## src/rtl/arm_pkg.sv

```systemverilog
// arm_pkg: shared types and constants for the IF/MEM memory arbiter.
package arm_pkg;
  typedef enum logic [1:0] {IDLE, ACCESS, DONE} arb_state_t;
  typedef enum logic {GNT_IF, GNT_MEM} arb_grant_t;
  localparam int ARB_CNT_W = 4;
endpackage

```

## src/rtl/mem_wait_counter.sv

```systemverilog
// mem_wait_counter: loadable down-counter with a zero flag that times each memory access.
module mem_wait_counter
  import arm_pkg::*;
(
  input  logic                 clk,
  input  logic                 rst,
  input  logic                 load,
  input  logic [ARB_CNT_W-1:0] load_val,
  input  logic                 dec,
  output logic                 zero
);
  logic [ARB_CNT_W-1:0] cnt;
  always_ff @(posedge clk or negedge rst)
    if (!rst) cnt <= '0;
    else if (load) cnt <= load_val;
    else if (dec && !zero) cnt <= cnt - 1'b1;
  assign zero = cnt == '0;
endmodule

```

## src/rtl/mem_arbiter_ctrl.sv

```systemverilog
// mem_arbiter_ctrl: shares one single-port memory between IF and MEM with fixed wait cycles.
// Define MEM_ARB_ROUND_ROBIN_EN for round-robin arbitration instead of fixed MEM priority.
module mem_arbiter_ctrl
  import arm_pkg::*;
#(
  parameter int ADDR_W      = 32,
  parameter int DATA_W      = 32,
  parameter int WAIT_CYCLES = 3
) (
  input  logic              clk,
  input  logic              rst,
  input  logic              if_req,
  input  logic [ADDR_W-1:0] if_addr,
  output logic [DATA_W-1:0] if_rdata,
  output logic              if_ready,
  input  logic              mem_rd_en,
  input  logic              mem_wr_en,
  input  logic [ADDR_W-1:0] mem_addr,
  input  logic [DATA_W-1:0] mem_wdata,
  output logic [DATA_W-1:0] mem_rdata,
  output logic              mem_ready,
  output logic              freeze,
  output logic [ADDR_W-3:0] ram_addr,
  output logic [DATA_W-1:0] ram_wdata,
  output logic              ram_we,
  output logic              ram_oe,
  input  logic [DATA_W-1:0] ram_rdata
);
  arb_state_t state, state_nx;
  arb_grant_t gnt_q, gnt_nx;
  logic we_q, mem_req, grant, cnt_zero, unused_addr_lsb;
  logic [ADDR_W-3:0] addr_q;
  logic [DATA_W-1:0] wdata_q;
  assign mem_req = mem_rd_en | mem_wr_en;
  assign grant = state == IDLE && (mem_req || if_req);
  assign unused_addr_lsb = ^{if_addr[1:0], mem_addr[1:0]};
`ifdef MEM_ARB_ROUND_ROBIN_EN
  arb_grant_t last_q;
  always_ff @(posedge clk or negedge rst)
    if (!rst) last_q <= GNT_IF;
    else if (grant) last_q <= gnt_nx;
  assign gnt_nx = (mem_req && if_req) ? (last_q == GNT_IF ? GNT_MEM : GNT_IF) : (mem_req ? GNT_MEM : GNT_IF);
`else
  assign gnt_nx = mem_req ? GNT_MEM : GNT_IF;
`endif
  always_ff @(posedge clk or negedge rst)
    if (!rst) state <= IDLE;
    else state <= state_nx;
  always_comb begin
    state_nx = state == IDLE ? (grant ? ACCESS : IDLE) : state == ACCESS ? (cnt_zero ? DONE : ACCESS) : IDLE;
    ram_we = state == ACCESS && we_q;
    ram_oe = state == ACCESS && !we_q;
    if_ready = state == DONE && gnt_q == GNT_IF;
    mem_ready = state == DONE && gnt_q == GNT_MEM;
    freeze = rst && mem_req && !mem_ready;
  end
  assign ram_addr = addr_q;
  assign ram_wdata = wdata_q;
  mem_wait_counter u_cnt (
    .clk,
    .rst,
    .load(grant),
    .load_val(ARB_CNT_W'(WAIT_CYCLES - 1)),
    .dec(state == ACCESS),
    .zero(cnt_zero)
  );
  // The granted request is latched so input changes during ACCESS cannot disturb it.
  always_ff @(posedge clk or negedge rst)
    if (!rst) begin
      gnt_q <= GNT_IF;
      we_q <= 1'b0;
      addr_q <= '0;
      wdata_q <= '0;
      if_rdata <= '0;
      mem_rdata <= '0;
    end else begin
      if (grant) begin
        gnt_q <= gnt_nx;
        we_q <= gnt_nx == GNT_MEM && mem_wr_en;
        addr_q <= gnt_nx == GNT_MEM ? mem_addr[ADDR_W-1:2] : if_addr[ADDR_W-1:2];
        wdata_q <= mem_wdata;
      end
      if (state == ACCESS && cnt_zero && !we_q) begin
        if (gnt_q == GNT_IF) if_rdata <= ram_rdata;
        else mem_rdata <= ram_rdata;
      end
    end
endmodule

```

## config.mk

```make
export PLATFORM = sky130hd
export DESIGN_NAME = mem_arbiter_ctrl
export DESIGN_NICKNAME = d
export VERILOG_FILES = /design/src/rtl/arm_pkg.sv /design/src/rtl/mem_wait_counter.sv /design/src/rtl/mem_arbiter_ctrl.sv
export SDC_FILE = /design/constraint.sdc
export NUM_CORES = 1
export LEC_CHECK = 0
export CAP_MARGIN = 15
export CORE_AREA = 2 2 116 118
export DETAILED_ROUTE_END_ITERATION = 12
export DIE_AREA = 0 0 118 120
export PLACE_DENSITY = 0.84
export SYNTH_ARGS = -nofsm -noshare
export SYNTH_HDL_FRONTEND = slang
export SYNTH_SLANG_ARGS = --single-unit
```

## constraint.sdc

```tcl
create_clock -name clk -period 5.85 [get_ports clk]
set_clock_uncertainty 0.2 [all_clocks]
set_input_delay 1.17 -clock clk [delete_from_list [all_inputs] [get_ports clk]]
set_output_delay 1.17 -clock clk [all_outputs]
set_load 0.02 [all_outputs]
```

==> results.sh <==
export IMPL_endpoint_kind="output port"
export IMPL_h_tree_depth=4
export IMPL_hold_viol_final=0
export IMPL_coreArea_mm2=0.01298
export IMPL_r2r_cells=4
export IMPL_synthTopCellsByArea="dfrtp_1 (60%), mux2_2 (25%), mux2_4 (8.1%)"
export IMPL_cts_resized=0
export IMPL_dp_hpwl_um=10620
export IMPL_finalCriticalPeriod_ns=4.352
export IMPL_drc=0
export IMPL_grt_pass1_vias=4394
export IMPL_power_leakage_nw=3.792
export IMPL_synth_cells=348
export IMPL_syn_cell_area_mm2=0.005584
export IMPL_wl_met3_um=1236
export IMPL_p_seq_frac=0.313
export IMPL_hp_class="register to register"
export IMPL_detail_route_antenna_nets=0
export IMPL_async_flop_share=1.000
export IMPL_firstDrtPassIters=4
export IMPL_hold_path_cell_count=1
export IMPL_initial_core_util=0.4302
export IMPL_slew_viol_final=0
export IMPL_portBuffers=259
export IMPL_die_y_um=120
export IMPL_synth_most_common_cell="dfrtp_1"
export IMPL_clkPwrFrac=0.202
export IMPL_tns_ns=0
export IMPL_diodes=0
export IMPL_first_iter_violations=206
export IMPL_grt_max_degree=77
export IMPL_ctsHoldBuffers=0
export IMPL_num_nets_final=747
export IMPL_synth_common_cells="dfrtp_1 (134), mux2_2 (124), mux2_4 (30)"
export IMPL_vias=3931
export IMPL_status="finished, final reports clean"
export IMPL_grt_pass1_wl_um=23510
export IMPL_io_pins=264
export IMPL_cp_required_ns=4.48
export IMPL_synthMuxAreaShare=0.3365
export IMPL_vias_per_cell=4.901
export IMPL_clockBufferDepth=2
export IMPL_grtUsageTotal=0.2157
export IMPL_cts_setup_buffers=0
export IMPL_gp_congestion=0.8025
export IMPL_cts_sinks=134
export IMPL_crit_fanout=32
export IMPL_gr_total_overflow=0
export IMPL_cts_root_buf="clkbuf_16"
export IMPL_cts_tree="yes"
export IMPL_synth_edf_count=0
export IMPL_wl_per_cell_um=18.22
export IMPL_drt_wl_total_um=14610
export IMPL_worst_pin_slew_ns=1.053
export IMPL_p_int_mw=3.524
export IMPL_drv_cap=0
export IMPL_synth_avg_cell_area_um2=16.05
export IMPL_placed_cells=770
export IMPL_path_class="primary input to output port"
export IMPL_p_sw_mw=1.835
export IMPL_insertion_delay_ns=0.41
export IMPL_dr_wl_met2_um=7378
export IMPL_antenna_found_initial=0
export IMPL_synth_top_flop_cell="dfrtp_1"
export IMPL_rows=42
export IMPL_drive_above_1_share=0.3115
export IMPL_arrival_ns=2.98
export IMPL_synth_top_family_by_area="multiplexers"
export IMPL_synthAdderAreaFrac=0.002241
export IMPL_highest_layer="met4"
export IMPL_clkTransAtPathRegs_ns=0.06
export IMPL_finalNonFillerCells=802
export IMPL_yosys_area_share_simple=0.02644
export IMPL_ys_ff_latch=134
export IMPL_placed_cell_area_mm2=0.008339
export IMPL_slew_limit_headroom=0.2978
export IMPL_synth_area_leader_cell="dfrtp_1"
export IMPL_routedLengthMet1_um=5689
export IMPL_die_width_um=118
export IMPL_ys_seq_area_frac=0.6005
export IMPL_fmax_ghz=0.2298
export IMPL_comb_power_share=0.485
export IMPL_syn_to_final_growth_pct=60.25
export IMPL_p_sw_frac=0.3424
export IMPL_yosysWarnings=0
export IMPL_synth_top_area_share=0.6005
export IMPL_setup_viol=0
export IMPL_cts_buffers=17
export IMPL_peakVddDrop_v=0.0003032
export IMPL_ys_types=29
export IMPL_synth_net_count=482
export IMPL_p_per_area_mw_per_mm2=598.9
export IMPL_rsz0062_at_grt="no"
export IMPL_synth_compound_area_frac=0.01434
export IMPL_dieArea_mm2=0.01416
export IMPL_synthXorXnorAreaFrac=0
export IMPL_fin_area_mm2=0.008949
export IMPL_start_kind="primary input"
export IMPL_fin_crit_sh=0.7439
worst paths after layout:
path | start | to | slack (ns)
max | mem_wr_en | freeze | 1.50
min | ram_addr[20]$_DFFE_PN0P_ | ram_addr[20]$_DFFE_PN0P_ | 0.30
max reg2reg | state[0]$_DFF_PN0_ | ram_addr[6]$_DFFE_PN0P_ | 3.06
min reg2reg | ram_addr[20]$_DFFE_PN0P_ | ram_addr[20]$_DFFE_PN0P_ | 0.30
max in group asynchronous | rst | ram_addr[24]$_DFFE_PN0P_ | 3.60
min in group asynchronous | rst | ram_wdata[20]$_DFFE_PN0P_ | 0.53
layer usage:
layer / GRT usage / up-vias
met5: 0 / -
met4: 0.08660 / 0
met3: 0.08032 / 24
met2: 0.3634 / 186
met1: 0.2498 / 1946
li1: - / 1775
logic make-up after synthesis:
logic type / count (synthesis)
compound gates: 12
fa+ha+maj: 1
buf+inv: 20
flops: 134
mux: 157
simple gates: 24
area by class of cell:
cell class | instances | area (um^2)
clock buffer | 21 | 460.4
sequential | 134 | 3353
timing repair buffer | 263 | 2624
fill | 913 | 4031
tap | 176 | 220.2
clock inverter | 11 | 148.9
multi-input combinational | 194 | 2131
inverter | 3 | 11.26
power by group through the flow:
stage / combinational, mW / sequential (mW) / clock [mW]
detailed placement: 2.61 / 1.69 / 0
CTS: 2.63 / 1.68 / 1.10
floorplan: 0.870 / 2.19 / 0
global route: 2.73 / 1.74 / 1.15
global placement: 2.56 / 1.64 / 0
finish: 2.60 / 1.68 / 1.08
critical path, cell delays in order:
cell and delay, ns:
clkdlybuf4s50_1 0.53, nor2_2 0.06, buf_4 0.26, nor3b_1 0.28, clkdlybuf4s50_1 0.68
state kept, by name, summed over array words and instances, names as in the netlist:
signal,count
state,2
u_cnt.cnt,4
ram_addr,30
we_q,1
gnt_q,1
mem_rdata,32
ram_wdata,32
if_rdata,32
cells in the final DEF, fill, tap and decap left out, drive strengths merged, types with 3 or more instances in the layout:
| cell type | netlist | layout |
|---|---|---|
| clkdlybuf4s50 | 0 | 258 |
| mux2 | 156 | 156 |
| dfrtp | 134 | 134 |
| clkbuf | 3 | 21 |
| buf | 14 | 5 |
| nor3b | 4 | 4 |
| inv | 3 | 4 |
| nor2 | 4 | 4 |
| clkinv | 0 | 4 |
| o21ai | 3 | 3 |
| a21oi | 3 | 3 |
| bufinv | 0 | 3 |
| clkinvlp | 0 | 3 |
| or3 | 3 | 3 |
per-stage QoR:
stage / util / hold WS [ns] / worst slack (ns) / power [mW]
floorplan: - / 0.2938 / 2.451 / 3.058
global placement: 0.6425 / 0.2698 / 1.581 / 4.202
detailed placement: 0.6425 / 0.2945 / 1.542 / 4.299
CTS: 0.6894 / 0.3081 / 1.486 / 5.412
global route: 0.6894 / 0.3163 / 1.415 / 5.614
finish: 0.6894 / 0.3026 / 1.498 / 5.359
Power figures use the tool's default switching activity.
